[config.mk]
export PLATFORM = sky130hd
export DESIGN_NAME = grav_pair_scheduler
export DESIGN_NICKNAME = d
export VERILOG_FILES = /design/src/rtl/grav_pair_scheduler.sv
export SDC_FILE = /design/constraint.sdc
export NUM_CORES = 1
export LEC_CHECK = 0
export ABC_AREA = 1
export BUFFER_PORTS_ARGS = -buffer_cell sky130_fd_sc_hd__clkbuf_2
export CELL_PAD_IN_SITES_DETAIL_PLACEMENT = 0
export CELL_PAD_IN_SITES_GLOBAL_PLACEMENT = 1
export CORE_UTILIZATION = 35
export DETAILED_ROUTE_END_ITERATION = 8
export GPL_TIMING_DRIVEN = 0
export PLACE_DENSITY = 0.82
export SLEW_MARGIN = 20
export SYNTH_ARGS = -nofsm -noshare
export SYNTH_HDL_FRONTEND = slang
export SYNTH_SLANG_ARGS = --single-unit
[constraint.sdc]
create_clock -name CLK -period 2.6 [get_ports CLK]
set_input_delay 0.39 -clock CLK [delete_from_list [all_inputs] [get_ports CLK]]
set_output_delay 0.39 -clock CLK [all_outputs]
set_load 0.005 [all_outputs]
[src/rtl/grav_pair_scheduler.sv]
// Timestep sequencer: clear accumulators, issue all i<j pairs to the force unit, drain, integrate (GRAV_STEP_PERF_EN adds cycle count).
// Latency: one clear per cycle, up to one pair per cycle, one integrate per handshake; DONE one cycle after the last integrate.
// Backpressure: pairs gated by PAIR_READY and the in-flight limit; integrates held until INT_READY; requests never withdrawn.
module grav_pair_scheduler #(
    parameter int N_BODIES     = 8,
    parameter int IDX_W        = 4,
    parameter int MAX_INFLIGHT = 4
) (
    input  logic             CLK,
    input  logic             RESET_N,
    input  logic             STEP_START,
    input  logic [IDX_W:0]   N_ACTIVE,
    output logic             STEP_DONE,
    output logic             BUSY,
    output logic             CLR_VALID,
    output logic [IDX_W-1:0] CLR_IDX,
    output logic             PAIR_VALID,
    input  logic             PAIR_READY,
    output logic [IDX_W-1:0] PAIR_I,
    output logic [IDX_W-1:0] PAIR_J,
    input  logic             RES_VALID,
    output logic             INT_VALID,
    input  logic             INT_READY,
    output logic [IDX_W-1:0] INT_IDX,
    output logic             ERR,
    output logic [31:0]      STEP_CYCLES
);
    localparam int INF_W = $clog2(MAX_INFLIGHT + 1);
    localparam logic [IDX_W:0]   N_ONE   = 1;
    localparam logic [IDX_W:0]   N_TWO   = 2;
    localparam logic [IDX_W:0]   N_MAX   = (IDX_W+1)'(N_BODIES);
    localparam logic [IDX_W-1:0] IDX_ONE = 1;
    localparam logic [IDX_W-1:0] IDX_TWO = 2;
    localparam logic [INF_W-1:0] INF_ONE = 1;
    localparam logic [INF_W-1:0] INF_MAX = INF_W'(MAX_INFLIGHT);

    typedef enum logic [2:0] {S_IDLE, S_CLEAR, S_PAIRS, S_DRAIN, S_INTEGRATE, S_DONE} state_t;

    state_t           state_q, state_d;
    logic [IDX_W:0]   n_q, n_d, n_sel;
    logic [IDX_W-1:0] k_q, k_d, i_q, i_d, j_q, j_d;
    logic [INF_W-1:0] inflight_q;
    logic             err_q;
    logic             pair_hs, last_k, last_j, last_pair;

    assign n_sel     = (N_ACTIVE > N_MAX) ? N_MAX : N_ACTIVE;
    assign last_k    = ({1'b0, k_q} == n_q - N_ONE);
    assign last_j    = ({1'b0, j_q} == n_q - N_ONE);
    assign last_pair = last_j && ({1'b0, i_q} == n_q - N_TWO);

    // Outputs decode registered state only, so no input reaches an output combinationally.
    assign PAIR_VALID = (state_q == S_PAIRS) && (inflight_q < INF_MAX);
    assign pair_hs    = PAIR_VALID && PAIR_READY;
    assign CLR_VALID  = (state_q == S_CLEAR);
    assign INT_VALID  = (state_q == S_INTEGRATE);
    assign STEP_DONE  = (state_q == S_DONE);
    assign BUSY       = (state_q != S_IDLE) && (state_q != S_DONE);
    assign CLR_IDX    = k_q;
    assign INT_IDX    = k_q;
    assign PAIR_I     = i_q;
    assign PAIR_J     = j_q;
    assign ERR        = err_q;

    always_comb begin
        state_d = state_q;
        n_d     = n_q;
        k_d     = k_q;
        i_d     = i_q;
        j_d     = j_q;
        case (state_q)
            S_IDLE: if (STEP_START) begin
                n_d     = n_sel;
                k_d     = '0;
                state_d = (n_sel == '0) ? S_DONE : S_CLEAR;
            end
            S_CLEAR: if (last_k) begin
                if (n_q >= N_TWO) begin
                    state_d = S_PAIRS;
                    i_d     = '0;
                    j_d     = IDX_ONE;
                end else begin
                    state_d = S_DRAIN;
                end
            end else begin
                k_d = k_q + IDX_ONE;
            end
            S_PAIRS: if (pair_hs) begin
                if (last_pair) begin
                    state_d = S_DRAIN;
                end else if (last_j) begin
                    i_d = i_q + IDX_ONE;
                    j_d = i_q + IDX_TWO;
                end else begin
                    j_d = j_q + IDX_ONE;
                end
            end
            S_DRAIN: if (inflight_q == '0) begin
                state_d = S_INTEGRATE;
                k_d     = '0;
            end
            S_INTEGRATE: if (INT_READY) begin
                if (last_k) state_d = S_DONE;
                else        k_d     = k_q + IDX_ONE;
            end
            S_DONE: if (!STEP_START) state_d = S_IDLE;
            default: state_d = S_IDLE;
        endcase
    end

    always_ff @(posedge CLK or negedge RESET_N) begin
        if (!RESET_N) begin
            state_q <= S_IDLE;
            n_q     <= '0;
            k_q     <= '0;
            i_q     <= '0;
            j_q     <= '0;
        end else begin
            state_q <= state_d;
            n_q     <= n_d;
            k_q     <= k_d;
            i_q     <= i_d;
            j_q     <= j_d;
        end
    end

    // A result with nothing outstanding is dropped and latched as a protocol error.
    always_ff @(posedge CLK or negedge RESET_N) begin
        if (!RESET_N) begin
            inflight_q <= '0;
            err_q      <= 1'b0;
        end else if (pair_hs && !RES_VALID) begin
            inflight_q <= inflight_q + INF_ONE;
        end else if (!pair_hs && RES_VALID) begin
            if (inflight_q == '0) err_q      <= 1'b1;
            else                  inflight_q <= inflight_q - INF_ONE;
        end
    end

`ifdef GRAV_STEP_PERF_EN
    logic [31:0] cyc_q, cyc_d, step_cycles_q;

    always_comb begin
        cyc_d = cyc_q;
        if (state_q == S_IDLE && STEP_START) cyc_d = '0;
        else if (BUSY && cyc_q != '1)        cyc_d = cyc_q + 32'd1;
    end

    always_ff @(posedge CLK or negedge RESET_N) begin
        if (!RESET_N) begin
            cyc_q         <= '0;
            step_cycles_q <= '0;
        end else begin
            cyc_q <= cyc_d;
            if (state_d == S_DONE && state_q != S_DONE) step_cycles_q <= cyc_d;
        end
    end

    assign STEP_CYCLES = step_cycles_q;
`else
    assign STEP_CYCLES = '0;
`endif
endmodule

# --- After elaboration in Yosys (flattened, before gate mapping) ---
# Index checks and enable logic that the tools add are counted.
# Widths: inputs -> output; s select.
classes:
  n_addsub: 8
  magnitude_cmp: 3
  eq_ne: 21
  muxes: 32
  n_bitwise: 1
  reduce_logical: 22
ops:
  columns: ["cell", "n"]
  rows:
  - ["$mux 4", 14]
  - ["$mux 3", 12]
  - ["$pmux 3 s6", 1]
  - ["$pmux 4 s2", 2]
  - ["$pmux 4 s4", 1]
  - ["$eq 4x5->1", 3]
  - ["$ne 2x2->1 const B", 7]
  - ["$add 4x1->4 const B", 3]
  - ["$ne 2x1->1 const B", 5]
  - ["$reduce_and 8->1", 1]
  - ["$eq 3x2->1 const B", 2]
  - ["$eq 3x3->1 const B", 2]
  - ["$logic_and 1x1->1", 6]
  - ["$logic_not 3->1", 2]
  - ["$reduce_and 6->1", 1]
  - ["$ge 5x2->1 const B", 1]
  - ["$gt 5x4->1 const B", 1]
  - ["$logic_not 5->1", 1]
  - ["$mux 5", 1]
  - ["$reduce_and 5->1", 1]
  - ["$sub 5x1->5 const B", 1]
  - ["$sub 5x2->5 const B", 1]
  - ["$add 4x2->4 const B", 1]
  - ["$reduce_and 2->1", 2]
  - ["other kinds (13)", 15]
totals:
  regBits: 24
  input_bits: 11
  output_inout_bits: 54
  elab_cells: 94

# --- Logic depth before layout (Yosys ltp) ---
# Gate-level depths: netlist of the first run.
depth:
  ltp_word: 7
  mapped_depth: 14
  mapped_depth_nobuf: 14

# --- Worst setup path after synthesis of the first run ---
# OpenSTA, ideal clock, no wires.
synth_timing:
  path_type: "reg2reg"
  start: "register state_q[2]"
  end: "register inflight_q[2]"
  setup_ps: 123
  t_arrival_ps: 2155
  required_time_ps: 2477
  path_slack_ps: 322
  stages_incl_launch_ff: 12
  n_path_buf: 0
  synth_period_minus_slack_ps: 2278
  cell_sequence: "dfrtp_1 -> nor3_4 -> inv_2 -> nor2_1 -> nand2_1 -> inv_1 -> ha_1 -> inv_1 -> fa_1 -> xnor2_1 -> nand3_1 -> xor2_1"
synth_between:
  elab_chain_len: 7
  elab_cells_between_ends: 10
  cone_classes: "2 x eq/ne; 1 x mux; 7 x reduce/logical"
synth_rtl:
  columns: ["element", "line", "source"]
  rows:
  - ["start, declared", "39", "state_t state_q, state_d;"]
  - ["start signal, assigned", "118", "state_q <= state_d;"]
  - ["$eq 3x2->1 *", "52", "assign PAIR_VALID = (state_q == S_PAIRS) && (inflight_q < INF_MAX);"]
  - ["$logic_and 1x1->1 *", "52", null]
  - ["via PAIR_VALID", "17", "output logic PAIR_VALID,"]
  - ["$logic_and 1x1->1 *", "53", "assign pair_hs = PAIR_VALID && PAIR_READY;"]
  - ["$logic_not 1->1", "133", "end else if (!pair_hs && RES_VALID) begin"]
  - ["$logic_and 1x1->1", "133", null]
  - ["$reduce_bool 2->1 (no line)", null, null]
  - ["$reduce_and 2->1 (no line)", null, null]
  - ["end signal, assigned", "132", "inflight_q <= inflight_q + INF_ONE;"]
  - ["end signal, assigned", "135", "else inflight_q <= inflight_q - INF_ONE;"]
  - ["end, declared", "42", "logic [INF_W-1:0] inflight_q;"]
# Mark *: on every way through the listed nets, which the timed path passes. The rest lies on a longest branch.
# A chain may end at the register's enable or synchronous reset.

# --- Final worst setup path of the first run ---
layout_timing:
  start: "register state_q[1]"
  end: "register inflight_q[2]"
layout_between:
  elab_chain_len: 7
  elab_cells_between_ends: 10
  cone_classes: "2 x eq/ne; 1 x mux; 7 x reduce/logical"
layout_rtl:
  columns: ["element", "line"]
  rows:
  - ["$eq 3x2->1 *", "52"]
  - ["$logic_and 1x1->1 *", "52"]
  - ["$logic_and 1x1->1 *", "53"]
  - ["$logic_not 1->1", "133"]
  - ["$logic_and 1x1->1", "133"]
  - ["$reduce_bool 2->1 (no line)", null]
  - ["$reduce_and 2->1 (no line)", null]
# Mark *: on every way between the ends. The rest lies on a longest branch, timed or not.

==> results of run 1 <==
==> registers in the layout, indices dropped and copies added (netlist names) <==
register    count
PAIR_I          4
inflight_q      3
PAIR_J          4
ERR             1
n_q             5
CLR_IDX         4
state_q         3
==> metrics by stage <==
stage | area (sq um) | cells | power, W | setup slack (ns) | hold slack (ns)
floorplan | 2272 | 347 | 0.001805 | 0.3223 | 0.09441
global placement | 2526 | 454 | 0.002165 | 0.06962 | 0.4387
detailed placement | 2526 | 454 | 0.002196 | 0.01714 | 0.4437
CTS | 2581 | 458 | 0.002471 | 0.01291 | 0.1412
global route | 2596 | 460 | 0.002765 | 0.005036 | 0.1700
finish | 2596 | 460 | 0.002456 | 0.1946 | 0.1195
==> worst max-delay path, stage by stage (launching register included) <==
cell and delay, ns:
dfrtp_1 0.42, inv_2 0.08, nor3_4 0.28, inv_2 0.14
nor2_1 0.17, nand2_1 0.09, inv_1 0.07, ha_1 0.19
inv_1 0.07, fa_1 0.37, xnor2_1 0.17, nand3_1 0.11
xor2_1 0.14
==> metal layers <==
metal / wire length, um / vias up / global-route usage, %
li1: - / 1052 / -
met4: 58 / 0 / 5.179
met1: 2104 / 868 / 19.43
met5: 0 / - / 0
met2: 2206 / 46 / 26.69
met3: 221 / 7 / 2.386
==> placed cells by master (no fill, tap or decap), types with 2 or more instances in the layout <==
| cell type | netlist | final |
|---|---|---|
| nand2_1 | 92 | 92 |
| inv_1 | 39 | 39 |
| buf_4 | 36 | 38 |
| conb_1 | 1 | 32 |
| clkbuf_2 | 0 | 32 |
| nor2_1 | 28 | 28 |
| nand3_1 | 26 | 26 |
| dfrtp_1 | 24 | 24 |
| ha_1 | 10 | 10 |
| o21ai_0 | 8 | 8 |
| xor2_1 | 7 | 7 |
| nand4_1 | 6 | 6 |
| inv_2 | 5 | 5 |
| a21oi_1 | 5 | 5 |
| xnor2_1 | 4 | 4 |
| clkbuf_8 | 0 | 4 |
| nor3_1 | 3 | 3 |
| clkinv_1 | 3 | 3 |
| nand3b_1 | 2 | 2 |
| nand2_2 | 2 | 2 |
| nand3_2 | 2 | 2 |
==> power breakdown <==
part	total, W	internal [W]	switching (W)
Sequential	0.000673	0.000495	0.000178
Clock	0.000259	0.000135	0.000124
Combinational	0.00152	0.000591	0.000932
Total	0.00246	0.00122	0.00123
==> worst max path at each step <==
stage	from	slack [ns]	endpoint	depth (start not counted)
floorplan	state_q[2]	0.32	inflight_q[2]	11
global placement	state_q[0]	0.07	inflight_q[2]	11
detailed placement	state_q[0]	0.02	inflight_q[2]	11
CTS	state_q[0]	0.01	inflight_q[2]	11
global route	state_q[1]	0.005	inflight_q[2]	12
finish	state_q[1]	0.19	inflight_q[2]	12
==> logic make-up after synthesis <==
logic type / Yosys count
xor gates and xnor gates: 11
DFF: 24
AOI/OAI and AO/OA: 20
and+or+nand+nor: 166
adders and majority gates: 11
other: 1
buffers and inverters: 83
==> final cells by class <==
class	instances	area [sq um]	share of cell area [%]
inverter	47	176.4	6.795
timing repair buffer	34	175.2	6.747
multi-input combinational	240	1225	47.18
tap	75	93.84	3.614
buffer	36	270.3	10.41
sequential	24	600.6	23.13
clock buffer	4	55.05	2.120
==> what timing repair did <==
item,4_1_cts,5_1_grt
setup buffers,0,2
endpoints found under the hold margin,0,0
hold buffers,0,0
setup endpoints to repair,0,1
==> summary.txt, run 1 <==
Status
  – Outcome: completed

Timing
  – Slew headroom: 58.57%
  – Period minus WS final: 2.405 ns
  – Fin. max-slew vios: 0
  – Endpoints failing hold: 0
  – Worst Tran Pin Value: 0.6215 ns
  – Setup violators final: 0
  – Setup TNS: 0 ns
  – Worst Skew: 0.004533 ns
  – Final Cycle Share: 92.51%
  – FMAX: 415.7 MHz
  – RSZ-0062 raised after global routing: false

Synth
  – EDFF count, synth: 0
  – Largest family of logic cells by synthesized area: simple AND/OR/NAND/NOR gates
  – Seq/Total Area, Yosys: 27.86%
  – XOR/XNOR share of the synthesized area: 4.469%
  – Synthesized area per cell: 6.822 sq um
  – Synth Area in Adders: 6.732%
  – Simple-gate share of the synthesized area: 34.24%
  – Multiplexer share of the synthesized area: 0%
  – Top cells by area, synth: dfrtp_1, nand2_1, buf_4
  – Most common flop cell mapped by yosys: dfrtp_1
  – Post-synthesis cell count: 316
  – Commonest cells in the netlist: nand2_1, inv_1, buf_4
  – Synth warnings: 0
  – Synth top area share: 27.86%
  – Synthesized cell area: 2156 sq um
  – Cell variety after synth: 32
  – Top-count cell post-synth: nand2_1
  – Post-synth top area cell: dfrtp_1
  – Share of flip-flops with an asynchronous set or reset: 100.0%
  – Synth Area in Compound Gates: 5.804%
  – Yosys reg bits: 24

Routing
  – Routed WL: 4.590 mm
  – DRC viols: 0
  – Initial DRC count: 70
  – Final ANT Viol Nets: 0
  – Vias: 1973
  – Vias per std cell: 4.289
  – WL/cell: 9.978 um
  – DR pass1 iterations: 4

Setup path
  – Worst setup EP type: register
  – Crit Path Max Fanout: 7
  – CP Class: register to register
  – Arrival time worst endpoint: 2.57 ns
  – Reg2reg start: state_q[1]
  – Critical path data required time: 2.76 ns
  – Reg2reg setup slack: 0.19 ns
  – R2r endpoint: inflight_q[2]
  – Worst Setup Start Kind: register
  – Reg2Reg Depth: 12

Power and ir drop
  – Cell Pwr Density: 945.9 nW/um^2
  – Lkg Pwr: 1.491 nW
  – Max VDD drop: 455.3 uV

Final layout
  – # diodes: 0
  – # fillers: 637
  – P&R area growth vs syn: 20.43%
  – Nets: 408
  – Util after Layout: 43.85%
  – Share of cells above drive strength 1: 23.64%

Global routing
  – Largest net degree at the start of global routing: 25
  – GR Util All Layers: 15.47%
  – Global route total overflow: 0
  – First-pass GRT wire length: 7.679 mm
  – Initial antenna violation count: 0
  – Vias in the first global route: 1747

Die
  – Starting Density: 36.41%
  – I/O Pins: 65
  – Vert. Die Dim: 80.48 um
  – Rows: 28
  – Core area: 5921 sq um
  – Die ar.: 6477 sq um
  – Die W: 80.48 um

Clocking
  – PostCTS Resize Cnt: 0
  – Worst-skew pair later-pin latency: 0.27 ns
  – Root Driver: clkbuf_8
  – CTS Buf Count: 3
  – H-tree depth: 1
  – Clk pin slew, worst setup/hold paths: 0.09 ns
  – Clk sink count: 24
  – CTS tree: done
  – Clk buf depth: 2

Min path
  – HP Class: primary input to asynchronous set/reset pin

Placed design
  – Gp weighted congestion: 0.8149
  – Hpwl dp: 3.726 mm
  – Port Buffers: 32

Run
  – Max-Cap Viols: 0
Power figures use the tool's default switching activity.
==> inputs of run 2 (changes only) <==
Settings changed: CORE_UTILIZATION 35 to 36, PLACE_DENSITY 0.82 to 0.83.
==> run 2 against run 1 <==
  * Routed wire length increased by 0.37%
  * Highest routed layer unchanged
  * Final area decreased by 0.14%
  * Utilization increased by 2.1 points
==> summary.txt, run 2 (same netlist as run 1, synthesis figures left out) <==
Routing
  – Vias: 1950 (-1.2%)
  – DRC viols: 0 (unchanged)
  – DR pass1 iterations: 4 (unchanged)
  – Routed WL: 4.607 mm (+0.37%)
  – WL/cell: 10.08 um (+1.0%)
  – Vias per std cell: 4.267 (-0.52%)
  – Final ANT Viol Nets: 0 (unchanged)
  – Initial DRC count: 65 (-7.1%)

Clocking
  – Clk pin slew, worst setup/hold paths: 0.10 ns (about the same)
  – Root Driver: clkbuf_8
  – Clk buf depth: 2 (unchanged)
  – H-tree depth: 1 (unchanged)
  – CTS tree: done
  – # hold bufs at CTS: 0 (unchanged)
  – Worst-skew pair later-pin latency: 0.28 ns (about the same)
  – Clk sink count: 24 (unchanged)
  – CTS Buf Count: 3 (unchanged)

Global routing
  – First-pass GRT wire length: 7.521 mm (-2.1%)
  – GR Util All Layers: 15.18% (-0.29 points)
  – Initial antenna violation count: 0 (unchanged)
  – Largest net degree at the start of global routing: 25 (unchanged)
  – Global route total overflow: 0 (unchanged)
  – Vias in the first global route: 1673 (-4.2%)

Power and ir drop
  – Max VDD drop: 784.5 uV (+72%)
  – Lkg Pwr: 1.491 nW (unchanged)
  – Final Total Pwr: 0.002463 W (+0.30%)
  – Cell Pwr Density: 950.1 nW/um^2 (+0.44%)

Setup path
  – Reg2reg setup slack: 0.22 ns (+0.02 ns)
  – Reg2Reg Depth: 12 (unchanged)
  – R2r endpoint: inflight_q[2]
  – Critical path data required time: 2.76 ns (about the same)
  – Arrival time worst endpoint: 2.55 ns (-0.02 ns)
  – Worst setup EP type: register
  – Worst Setup Start Kind: register
  – Reg2reg start: state_q[1]
  – Crit Path Max Fanout: 7 (unchanged)
  – CP Class: register to register

Timing
  – Endpoints failing hold: 0 (unchanged)
  – FMAX: 419.3 MHz (+0.86%)
  – Slew headroom: 55.76% (-2.8 points)
  – Setup TNS: 0 ns (unchanged)
  – RSZ-0062 raised after global routing: false
  – Fin. max-slew vios: 0 (unchanged)
  – Worst Skew: 0.009121 ns (+0.004589 ns)
  – Period minus WS final: 2.385 ns (-0.02040 ns)
  – Final Cycle Share: 91.73% (-0.78 points)
  – Worst Tran Pin Value: 0.6636 ns (+0.04211 ns)
  – Setup violators final: 0 (unchanged)

Die
  – Core area: 5642 sq um (-4.7%)
  – I/O Pins: 65 (unchanged)
  – Die W: 79.39 um (-1.4%)
  – Starting Density: 38.21% (+1.8 points)
  – Die ar.: 6302 sq um (-2.7%)
  – Rows: 27 (-3.6%)
  – Vert. Die Dim: 79.39 um (-1.4%)

Final layout
  – P&R area growth vs syn: 20.26%
  – # diodes: 0 (unchanged)
  – Largest Register: n_q
  – Max reg flops: 5 (unchanged)
  – Util after Layout: 45.95% (+2.1 points)
  – Nets: 408 (unchanged)
  – Most common cell after layout, fill and taps aside: nand2_1
  – Share of cells above drive strength 1: 23.64% (unchanged)
  – Most frequent cells in the layout: nand2_1, inv_1, buf_4, conb_1, clkbuf_2
  – Final instance area: 2592 sq um (-0.14%)

Min path
  – HP Class: primary input to asynchronous set/reset pin

Run
  – Max-Cap Viols: 0 (unchanged)

Placed design
  – Port Buffers: 32 (unchanged)
  – Hpwl dp: 3.672 mm (-1.5%)
  – Gp weighted congestion: 0.8635 (+6.0%)
  – Placed instance area: 2522 sq um (-0.15%)

Status
  – Outcome: completed
-- run 2: worst max path at each step --
| stage | startpoint | endpoint | slack [ns] | cells after the start |
|---|---|---|---|---|
| floorplan | state_q[2] | inflight_q[2] | 0.32 | 11 |
| global placement | state_q[2] | inflight_q[2] | 0.10 | 11 |
| detailed placement | state_q[0] | inflight_q[2] | 0.08 | 11 |
| CTS | state_q[0] | inflight_q[2] | 0.05 | 11 |
| global route | state_q[1] | inflight_q[2] | 0.001 | 12 |
| finish | state_q[1] | inflight_q[2] | 0.22 | 12 |
-- run 2: metal layers --
layer / wire [um] / GRT usage (%) / part of all wire (%) / vias up
met5: 0 / 0 / 0 / -
met4: 23 / 3.455 / 0.50 / 0
met3: 183 / 2.629 / 4.0 / 2
met2: 2120 / 25.34 / 46 / 50
met1: 2280 / 20.32 / 49 / 844
li1: - / - / - / 1054
-- run 2: through the flow --
stage	setup slack [ns]	hold WS (ns)	instances
6_report	0.2150	0.1278	457
5_1_grt	0.001186	0.1836	457
4_1_cts	0.05376	0.1519	455
3_5_place_dp	0.08015	0.4466	451
3_3_place_gp	0.1026	0.4374	451
2_1_floorplan	0.3223	0.09441	347
-- run 2: power breakdown --
part | switching, W | internal (W) | total [W] | leakage, nW
Sequential | 0.000176 | 0.000495 | 0.000671 | 0.308
Combinational | 0.000932 | 0.000592 | 0.00152 | 1.15
Clock | 0.000133 | 0.000136 | 0.000269 | 0.0288
-- run 2: worst max-delay path, cell delays in order (launching register included) --
cell     delay (ns)
dfrtp_1        0.42
inv_2          0.08
nor3_4         0.30
inv_2          0.15
nor2_1         0.15
nand2_1        0.09
inv_1          0.06
ha_1           0.18
inv_1          0.07
fa_1           0.38
xnor2_1        0.17
nand3_1        0.10
xor2_1         0.15
-- run 2: cell type report --
class	count	area [sq um]
repair buffers	34	175.2
inverters	47	176.4
well taps	72	90.09
clock buffers	4	55.05
fillers	588	3049
plain buffers	36	270.3
flip-flops and latches	24	600.6
multi-input cells	240	1225
-- run 2: timing repair --
item	4_1_cts	5_1_grt
setup endpoints to repair	0	1
setup buffers	0	2
hold endpoints to repair	0	0
gates resized for setup	0	0
==> inputs of run 3 (changes only) <==
Settings changed: CELL_PAD_IN_SITES_DETAIL_PLACEMENT 0 to 2, CELL_PAD_IN_SITES_GLOBAL_PLACEMENT 1 to 2, CORE_UTILIZATION 36 to 27, PLACE_DENSITY 0.83 to 0.82.
==> run 3 against run 2 <==
  * Utilization is 12 points lower
  * Clock-buffer cell count stayed put
  * Non-clock buffer count is 1 lower
  * Critical path depth stayed put
  * Clock skew is 0.00085 ns lower
  * Flip-flop and latch count stayed put
  * Largest power group unchanged
==> summary.txt, run 3 (same netlist as run 1, synthesis figures left out) <==
Status
  – Outcome: completed

Final layout
  – # fillers: 987 (+68%)
  – Most common cell after layout, fill and taps aside: nand2_1
  – Nets: 407 (-0.25%)
  – Final instance area: 2626 sq um (+1.3%)
  – Most frequent cells in the layout: nand2_1, inv_1, buf_4, conb_1, clkbuf_2
  – Final Non-Filler Cells: 486 (+6.3%)
  – Register area: 601.8 sq um (+0.21%)
  – Area occupied by multi-input gates: 1227 sq um (+0.20%)
  – P&R area growth vs syn: 21.82%
  – Max reg flops: 5 (unchanged)
  – Share of cells above drive strength 1: 23.96% (+0.32 points)
  – # diodes: 0 (unchanged)
  – Largest Register: n_q

Timing
  – Period minus WS final: 2.351 ns (-0.03362 ns)
  – Worst Tran Pin Value: 0.6588 ns (-0.004851 ns)
  – FMAX: 425.3 MHz (+1.4%)
  – RSZ-0062 raised after global routing: false
  – Setup violators final: 0 (unchanged)
  – Slew headroom: 56.08% (+0.32 points)
  – Worst Skew: 0.008271 ns (-0.0008502 ns)
  – Fin. max-slew vios: 0 (unchanged)
  – Final Cycle Share: 90.44% (-1.3 points)
  – Endpoints failing hold: 0 (unchanged)
  – Setup TNS: 0 ns (unchanged)

Setup path
  – Arrival time worst endpoint: 2.51 ns (-0.04 ns)
  – Worst Setup Start Kind: register
  – Critical path startpoint: state_q[1]
  – Crit Path Max Fanout: 7 (unchanged)
  – End point of the critical path: inflight_q[2]
  – Critical path data required time: 2.76 ns (about the same)
  – R2r endpoint: inflight_q[2]
  – Reg2reg start: state_q[1]
  – Reg2Reg Depth: 12 (unchanged)
  – CP Class: register to register
  – Reg2reg setup slack: 0.25 ns (+0.03 ns)
  – Worst setup EP type: register

Global routing
  – Global route total overflow: 0 (unchanged)
  – Initial antenna violation count: 0 (unchanged)
  – GR Util All Layers: 15.62% (+0.44 points)
  – Vias in the first global route: 2202 (+32%)
  – Largest net degree at the start of global routing: 25 (unchanged)
  – First-pass GRT wire length: 10.55 mm (+40%)

Die
  – Die W: 91.36 um (+15%)
  – Rows: 32 (+19%)
  – Vert. Die Dim: 91.36 um (+15%)
  – I/O Pins: 65 (unchanged)
  – Die ar.: 8346 sq um (+32%)
  – Core area: 7727 sq um (+37%)
  – Starting Density: 27.90% (-10 points)

Placed design
  – Port Buffers: 32 (unchanged)
  – Placed Cells incl. Taps: 481 (+6.7%)
  – Gp weighted congestion: 0.7731 (-10%)
  – Placed instance area: 2560 sq um (+1.5%)
  – Hpwl dp: 5.029 mm (+37%)

Routing
  – WL/cell: 12.39 um (+23%)
  – Initial DRC count: 30 (-54%)
  – Routed WL: 6.022 mm (+31%)
  – DR pass1 iterations: 4 (unchanged)
  – DRC viols: 0 (unchanged)
  – Final ANT Viol Nets: 0 (unchanged)
  – Vias: 2113 (+8.4%)
  – Vias per std cell: 4.348 (+1.9%)

Clocking
  – Clk pin slew, worst setup/hold paths: 0.09 ns (about the same)
  – CTS Buf Count: 3 (unchanged)
  – H-tree depth: 1 (unchanged)
  – # hold bufs at CTS: 0 (unchanged)
  – Worst-skew pair later-pin latency: 0.27 ns (about the same)
  – Clk buf depth: 2 (unchanged)
  – CTS tree: done
  – Root Driver: clkbuf_8
  – Clk sink count: 24 (unchanged)

Power and ir drop
  – Cell Pwr Density: 971.4 nW/um^2 (+2.2%)
  – Final Total Pwr: 0.002551 W (+3.6%)
  – Lkg Pwr: 1.485 nW (-0.42%)
  – Max VDD drop: 408.1 uV (-48%)

Run
  – Max-Cap Viols: 0 (unchanged)

Min path
  – HP Class: primary input to asynchronous set/reset pin
-- run 3: worst min-delay path by stage --
stage / cells past startpoint / startpoint / end
floorplan: 0 / RESET_N / CLR_IDX[0]
global placement: 1 / RESET_N / inflight_q[1]
detailed placement: 1 / ERR / ERR
CTS: 1 / RESET_N / n_q[1]
global route: 1 / RESET_N / n_q[1]
finish: 1 / RESET_N / n_q[1]
-- run 3: through the flow --
stage	worst slack, ns	hold slack (ns)	util (%)
6_report	0.2487	0.1284	33.99
5_1_grt	0.05284	0.1712	33.99
4_1_cts	0.1336	0.1464	33.94
3_5_place_dp	-0.09028	0.4461	33.13
3_3_place_gp	0.06034	0.4431	33.13
2_1_floorplan	0.3223	0.09441	-
-- run 3: cell type report --
class	instances	share of cell area, %
flip-flops and latches	24	22.92
clock buffers	4	2.096
well taps	102	4.859
repair buffers	33	6.384
inverters	47	6.717
plain buffers	36	10.29
multi-input cells	240	46.74
-- run 3: where the power goes --
group | switching [W] | internal [W] | leakage [nW] | total, W
Clock | 0.000129 | 0.000136 | 0.0288 | 0.000265
Sequential | 0.000187 | 0.000496 | 0.307 | 0.000684
Combinational | 0.00101 | 0.000592 | 1.15 | 0.00160
-- run 3: worst max-delay path, cell delays in order, from the launching register on --
cell     delay [ns]
dfrtp_1        0.43
inv_2          0.08
nor3_4         0.22
inv_2          0.12
nor2_2         0.14
nand2_1        0.09
inv_1          0.06
ha_1           0.21
inv_1          0.07
fa_1           0.40
xnor2_1        0.17
nand3_1        0.10
xor2_1         0.14
-- run 3: repair_timing --
item,in CTS,in global routing
setup buffers,1,0
resized for setup,0,2
setup endpoints to repair,1,10
pin swaps,1,0
gates cloned,0,0
-- run 3: routing by layer --
layer | share of wire, % | vias to the layer above | track usage [%]
li1 | - | 1054 | -
met4 | 0.51 | 0 | 2.381
met5 | 0 | - | 0
met2 | 54 | 32 | 29.10
met3 | 2.8 | 4 | 2.764
met1 | 43 | 1023 | 18.94
